## src/rtl/ps2_pkg.sv

```systemverilog
// Shared PS/2 definitions for the host transmitter and the keyboard receiver:
// host FSM encodings, frame layout constants and the common command bytes.
package ps2_pkg;

  typedef enum logic [2:0] {
    ST_IDLE    = 3'd0,
    ST_INHIBIT = 3'd1,
    ST_XMIT    = 3'd2,
    ST_ACK     = 3'd3,
    ST_WAIT    = 3'd4,
    ST_DONE    = 3'd5
  } ps2_state_e;

  // Frame layout counted in device clock falling edges
  localparam int DATA_BITS   = 8;
  localparam int PARITY_FALL = 9;
  localparam int STOP_FALL   = 10;
  localparam int ACK_FALL    = 11;

  localparam logic [7:0] CMD_SET_LEDS = 8'hED;
  localparam logic [7:0] CMD_ENABLE   = 8'hF4;
  localparam logic [7:0] CMD_RESET    = 8'hFF;

  function automatic logic odd_parity(input logic [7:0] b);
    return ~^b;
  endfunction

endpackage

```

## src/rtl/ps2_sync.sv

```systemverilog
// Two-flop synchronizer for the PS/2 clock and data pins, plus registered
// falling-edge pulses. Idle bus is high, so flops reset to 1.
module ps2_sync (
  input  logic i_clk,
  input  logic i_reset_n,
  input  logic i_ps2_clk,
  input  logic i_ps2_data,
  output logic o_clk_s,
  output logic o_data_s,
  output logic o_clk_fall,
  output logic o_data_fall
);

  logic [1:0] r_clk_sync;
  logic [1:0] r_data_sync;
  logic       r_clk_q;
  logic       r_data_q;
  logic       r_clk_fall;
  logic       r_data_fall;

  always_ff @(posedge i_clk) begin
    if (!i_reset_n) begin
      r_clk_sync  <= 2'b11;
      r_data_sync <= 2'b11;
      r_clk_q     <= 1'b1;
      r_data_q    <= 1'b1;
      r_clk_fall  <= 1'b0;
      r_data_fall <= 1'b0;
    end else begin
      r_clk_sync  <= {r_clk_sync[0], i_ps2_clk};
      r_data_sync <= {r_data_sync[0], i_ps2_data};
      r_clk_q     <= r_clk_sync[1];
      r_data_q    <= r_data_sync[1];
      r_clk_fall  <= r_clk_q & ~r_clk_sync[1];
      r_data_fall <= r_data_q & ~r_data_sync[1];
    end
  end

  assign o_clk_s     = r_clk_sync[1];
  assign o_data_s    = r_data_sync[1];
  assign o_clk_fall  = r_clk_fall;
  assign o_data_fall = r_data_fall;

endmodule

```

## src/rtl/ps2_host_tx.sv

```systemverilog
// PS/2 host-to-device transmitter: inhibit, request-to-send, clock out one
// byte plus odd parity on device clock falls, then check the device ACK.
module ps2_host_tx
  import ps2_pkg::*;
#(
  parameter int INHIBIT_CYCLES = 3000,
  parameter int TIMEOUT_CYCLES = 500000
) (
  input  logic       i_clk,
  input  logic       i_reset_n,
  input  logic       i_tx_valid,
  input  logic [7:0] i_tx_data,
  output logic       o_tx_ready,
  output logic       o_done,
  output logic       o_error,
  output logic       o_busy,
  input  logic       i_ps2_clk_in,
  input  logic       i_ps2_data_in,
  output logic       o_ps2_clk_oe,
  output logic       o_ps2_data_oe
);

  localparam int IW = (INHIBIT_CYCLES > 1) ? $clog2(INHIBIT_CYCLES) : 1;
  localparam int WW = $clog2(TIMEOUT_CYCLES + 1);

  ps2_state_e      r_state, w_state_d;
  logic [IW-1:0]   r_inh, w_inh_d;
  logic [WW-1:0]   r_wd, w_wd_d;
  logic [3:0]      r_bit_n, w_bit_n_d;
  logic [7:0]      r_byte, w_byte_d;
  logic            r_par, w_par_d;
  logic            r_data_oe, w_data_oe_d;
  logic            r_err, w_err_d;

  logic            w_clk_s;
  logic            w_data_s;
  logic            w_fall;
  logic            w_data_fall_unused;
  logic            w_wd_run;
  logic            w_timeout;

  ps2_sync u_sync (
    .i_clk       (i_clk),
    .i_reset_n   (i_reset_n),
    .i_ps2_clk   (i_ps2_clk_in),
    .i_ps2_data  (i_ps2_data_in),
    .o_clk_s     (w_clk_s),
    .o_data_s    (w_data_s),
    .o_clk_fall  (w_fall),
    .o_data_fall (w_data_fall_unused)
  );

  always_ff @(posedge i_clk) begin
    if (!i_reset_n) begin
      r_state   <= ST_IDLE;
      r_inh     <= '0;
      r_wd      <= '0;
      r_bit_n   <= '0;
      r_byte    <= '0;
      r_par     <= 1'b0;
      r_data_oe <= 1'b0;
      r_err     <= 1'b0;
    end else begin
      r_state   <= w_state_d;
      r_inh     <= w_inh_d;
      r_wd      <= w_wd_d;
      r_bit_n   <= w_bit_n_d;
      r_byte    <= w_byte_d;
      r_par     <= w_par_d;
      r_data_oe <= w_data_oe_d;
      r_err     <= w_err_d;
    end
  end

  always_comb begin
    w_state_d   = r_state;
    w_inh_d     = r_inh;
    w_wd_d      = r_wd;
    w_bit_n_d   = r_bit_n;
    w_byte_d    = r_byte;
    w_par_d     = r_par;
    w_data_oe_d = r_data_oe;
    w_err_d     = r_err;

    w_wd_run  = (r_state == ST_XMIT) || (r_state == ST_ACK) || (r_state == ST_WAIT);
    w_timeout = w_wd_run && (r_wd == WW'(TIMEOUT_CYCLES - 1));
    if (w_wd_run) w_wd_d = w_fall ? '0 : r_wd + 1'b1;

    // Timeout wins over a fall arriving in the same cycle
    if (w_timeout) begin
      w_state_d   = ST_DONE;
      w_data_oe_d = 1'b0;
      w_err_d     = 1'b1;
    end else begin
      case (r_state)
        ST_IDLE: begin
          if (i_tx_valid) begin
            w_state_d   = ST_INHIBIT;
            w_inh_d     = '0;
            w_wd_d      = '0;
            w_bit_n_d   = '0;
            w_err_d     = 1'b0;
            w_byte_d    = i_tx_data;
            w_par_d     = odd_parity(i_tx_data);
            w_data_oe_d = (INHIBIT_CYCLES == 1);
          end
        end
        ST_INHIBIT: begin
          if (r_inh == IW'(INHIBIT_CYCLES - 1)) begin
            w_state_d = ST_XMIT;
            w_inh_d   = '0;
            w_wd_d    = '0;
          end else begin
            w_inh_d = r_inh + 1'b1;
            // Start bit goes out on the last inhibit cycle
            if (r_inh == IW'(INHIBIT_CYCLES - 2)) w_data_oe_d = 1'b1;
          end
        end
        ST_XMIT: begin
          if (w_fall) begin
            w_bit_n_d = r_bit_n + 1'b1;
            if (r_bit_n < 4'(DATA_BITS))
              w_data_oe_d = ~r_byte[r_bit_n[2:0]];
            else if (r_bit_n == 4'(PARITY_FALL - 1))
              w_data_oe_d = ~r_par;
            else begin
              w_data_oe_d = 1'b0;
              if (r_bit_n == 4'(STOP_FALL - 1)) w_state_d = ST_ACK;
            end
          end
        end
        ST_ACK: begin
          if (w_fall) begin
            w_bit_n_d = r_bit_n + 1'b1;
            if (r_bit_n == 4'(ACK_FALL - 1)) begin
              w_err_d   = w_data_s;
              w_state_d = ST_WAIT;
            end
          end
        end
        ST_WAIT: begin
          if (w_clk_s && w_data_s) w_state_d = ST_DONE;
        end
        ST_DONE: w_state_d = ST_IDLE;
        default: w_state_d = ST_IDLE;
      endcase
    end
  end

  assign o_tx_ready    = (r_state == ST_IDLE);
  assign o_busy        = (r_state != ST_IDLE);
  assign o_done        = (r_state == ST_DONE);
  assign o_error       = (r_state == ST_DONE) && r_err;
  assign o_ps2_clk_oe  = (r_state == ST_INHIBIT);
  assign o_ps2_data_oe = r_data_oe;

endmodule

```

## config.mk

```make
export PLATFORM = sky130hd
export DESIGN_NAME = ps2_host_tx
export DESIGN_NICKNAME = d
export VERILOG_FILES = /design/src/rtl/ps2_pkg.sv /design/src/rtl/ps2_sync.sv /design/src/rtl/ps2_host_tx.sv
export SDC_FILE = /design/constraint.sdc
export NUM_CORES = 1
export LEC_CHECK = 0
export CORE_MARGIN = 2
export CORE_UTILIZATION = 35
export DETAILED_ROUTE_END_ITERATION = 16
export SKIP_CTS_REPAIR_TIMING = 1
export SLEW_MARGIN = 20
export SYNTH_ARGS = -nofsm -noshare
export SYNTH_HDL_FRONTEND = slang
export SYNTH_SLANG_ARGS = --single-unit
```

## constraint.sdc

```tcl
create_clock -name i_clk -period 4 [get_ports i_clk]
set_clock_uncertainty 0.2 [all_clocks]
set_input_delay 0.6 -clock i_clk [delete_from_list [all_inputs] [get_ports i_clk]]
set_output_delay 0.6 -clock i_clk [all_outputs]
set_load 0.005 [all_outputs]
```

==> key figures <==
Timing
  – Minimum hold slack: roughly 220 ps
  – Relative slew slack: ~44%
  – Setup_tns: 0 ps
  – Crit share post-route: 68.0%
  – Minimum clock period: 2720 ps
  – Max Clk Rate: ~0.37 GHz
  – # setup viols final: 0
  – Fin. max-slew vios: 0
  – RSZ-0062 raised after global routing: false
  – Final hold violations: 0
  – Actual slew at the worst max-slew pin: roughly 830 ps

Power and ir drop
  – Clk pwr share: between 20% and 30%
  – Design Power: approximately 1.2 mW
  – P_leak: about 1.1 nW
  – PwrDens: 374 nW/um2
  – Register share of total power: ~53%
  – Switching power: 0.355 mW
  – Sw Ratio: between 30 and 40%
  – Cell Int Power: 0.811 mW
  – Worst vdd ir: between 0.2 and 0.25 mV
  – Combinational share of power: between 20 and 25%

Placed design
  – # port buffers: 18
  – Post-DP HPWL: ~3.8 mm
  – Placed cell count: roughly 430
  – Placer Congestion: 0.793

CTS
  – Clk_lat worst skew: 320 ps
  – Root Buffer: clkbuf_8
  – TritonCTS Buffers: 5
  – Clock tree buffer depth: 2
  – CTS Sinks: between 50 and 60
  – H-Tree Depth: 2
  – Worst-path clk slew: ~110 ps
  – CTS tree: yes

Cells and area
  – Fin cells: between 400 and 500
  – Fin nets: 356
  – Ratio of cells with drive above 1 in the final layout: about 5.6%
  – Layout area overhead: 12.8%
  – # diodes: 0

Worst setup path
  – CP bufs+invs: 1
  – Delay-heaviest family, CP: flip-flops
  – RR Startpoint: r_state[1]$_SDFFE_PP0P_
  – Worst EP required: ~3200 ps
  – CP Max Fanout: 14
  – CP Capture Type: output port
  – Critical path startpoint: r_state[1]$_SDFFE_PP0P_
  – CP cell instances: nand2b_1, nor2_1, and2_1, clkdlybuf4s50_1
  – CP startpoint kind: flip-flop
  – CP Class: reg2out
  – Max stage delay on crit path: ~700 ps
  – CP arrival: approximately 1900 ps
  – Slowest cell on crit path: dfxtp_1

Yosys
  – Sequential element share of the synthesized area: approximately two fifths
  – Asr flop ratio synth: 0%
  – Largest area contributor in the netlist: dfxtp_1
  – Synth Register Bits: between 50 and 60
  – Synth Warn #: 0
  – Cells after Synth: 320
  – Yosys top cell area share: roughly 40%
  – Syn Std Cell Area: 2770 um2
  – Library cells used by synthesis: approximately 50
  – Post-synth EDFFs: 0
  – Top_reg_cell synth: dfxtp_1
  – Syn Area/Cell: 8.65 um2
  – Synth area leaders: dfxtp_1, xnor2_1, nor2_1, nand2_1, xor2_1
  – Mapped Nets: 340

Floorplanning
  – Die area: 8630 um2
  – Num rows: 32
  – Die width: roughly 93 um
  – Initial Utilization: a little over a third
  – # IOs: 19
  – Die height: 92.9 um
  – Core area: 7690 um2

GRT
  – Pin count of the biggest net entering global routing: 21
  – Grt ovf: 0
  – Vias in the first global route: about 2.1k
  – All-Layer GR Usage: 13.4%
  – Initial antenna violation count: 0
  – First-pass GRT wire length: 9.36 mm

Drt
  – Via density: approximately 4.8
  – Routed WL: around 5.2 mm
  – Antenna Nets Post-Route: 0
  – Drt pass-1 iters: 4
  – DRT iter0 DRCs: 93
  – Total number of vias: approximately 2.1k
  – Residual DRC: 0
  – Routed len/inst: between 10 and 15 um

Worst hold path
  – Type of the tightest min-delay check: reg2reg
  – Worst hold start: u_sync.r_clk_q$_SDFF_PN1_

Run
  – Max_cap viols: 0

Outcome
  – Status: finished clean
[stage by stage]
stage	area, um2	util (%)	setup slack, ps
global route	3120	40.6	1040
floorplan	2770	-	1960
detailed placement	3030	39.5	1090
global placement	3030	39.5	1140
finish	3120	40.6	1280
CTS	3120	40.6	1270
[tightest hold or removal path, stage by stage, from the launching register on]
cell and delay (ps):
dfxtp_1 310, inv_1 40, nor2_1 30
[power by group through the flow]
stage	clock network, mW	logic [mW]	registers [mW]
after floorplan	0	0.186	0.611
after global placement	0	0.239	0.630
after detailed placement	0	0.239	0.630
after CTS	0.325	0.241	0.617
after global routing	0.352	0.270	0.623
final	0.311	0.238	0.618
[cell usage in the layout (no fill, tap or decap), types with 3 or more instances in the layout]
master and count:
a21oi_1 4, nand3_1 9, xnor2_1 24, clkbuf_8 5, or3_1 4, and3_1 6, nor2b_1 3, and2_1 5
o21ai_0 8, nor3_1 7, nand4_1 4, nand2b_1 6, ha_1 7, inv_1 17, dfxtp_1 55, xor2_1 13
a21boi_0 9, o2111ai_1 4, nand2_1 37, clkdlybuf4s50_1 18, nor2_1 50
[routing by layer]
metal	up-vias	track usage, %	wire length (um)
met4	0	4.04	70
met2	23	20.8	2320
met3	5	3.25	164
met5	-	0	0
li1	1115	-	-
met1	975	18.4	2650
[registers in the layout (all words and copies together), names as in the netlist, 2 cells and up]
register and count:
u_sync.r_data_sync 2, r_state 3, u_sync.r_clk_sync 2, r_byte 8
r_inh 12, r_bit_n 4, r_wd 19
[final timing paths]
kind / slack (ps) / depth (start not counted) / to
max: 1280 / 4 / o_error
min: 220 / 2 / u_sync.o_clk_fall$_SDFF_PN0_
max reg2reg: 1320 / 5 / r_bit_n[1]$_SDFFE_PN0P_
min reg2reg: 220 / 2 / u_sync.o_clk_fall$_SDFF_PN0_
[layout make-up]
class / count / area, um2
fill: 787 / 4570
multi-input combinational: 238 / 1550
sequential: 55 / 1100
timing repair buffer: 19 / 188
tap: 102 / 128
clock buffer: 5 / 68.8
inverter: 17 / 63.8
clock inverter: 3 / 18.8
[kinds of logic (layout without fill, tap and decap cells)]
group / after synthesis / after routing / share of synthesized area (%)
and+or+nand+nor: 151 / 151 / 27.7
DFF: 55 / 55 / 39.8
AOI/OAI and AO/OA: 39 / 39 / 11.2
xor gates and xnor gates: 37 / 37 / 11.7
buffers and inverters: 27 / 44 / 4.07
adders and majority gates: 7 / 7 / 3.17
muxes: 4 / 4 / 2.35
[cells in the mapped netlist (2+ instances only)]
| cell type | count |
|---|---|
| or4_1 | 2 |
| o31a_1 | 2 |
| nor3_1 | 7 |
| nor2b_1 | 3 |
| inv_1 | 17 |
| nor3b_1 | 2 |
| a21boi_0 | 9 |
| and2_1 | 5 |
| xnor2_1 | 24 |
| or3_1 | 4 |
| and4_1 | 2 |
| and4b_1 | 2 |
| xor2_1 | 13 |
| nand3_1 | 9 |
| o21ai_0 | 8 |
| o2111ai_1 | 4 |
| nand2_1 | 37 |
| a2bb2oi_1 | 2 |
| dfxtp_1 | 55 |
| mux4_2 | 2 |
| and3_1 | 6 |
| buf_2 | 6 |
| nand4_1 | 4 |
| clkbuf_1 | 3 |
| nor2_1 | 50 |
| a21oi_1 | 4 |
| ha_1 | 7 |
| nor4_1 | 2 |
| nand2b_1 | 6 |
| mux2i_1 | 2 |
Power figures use the tool's default switching activity.
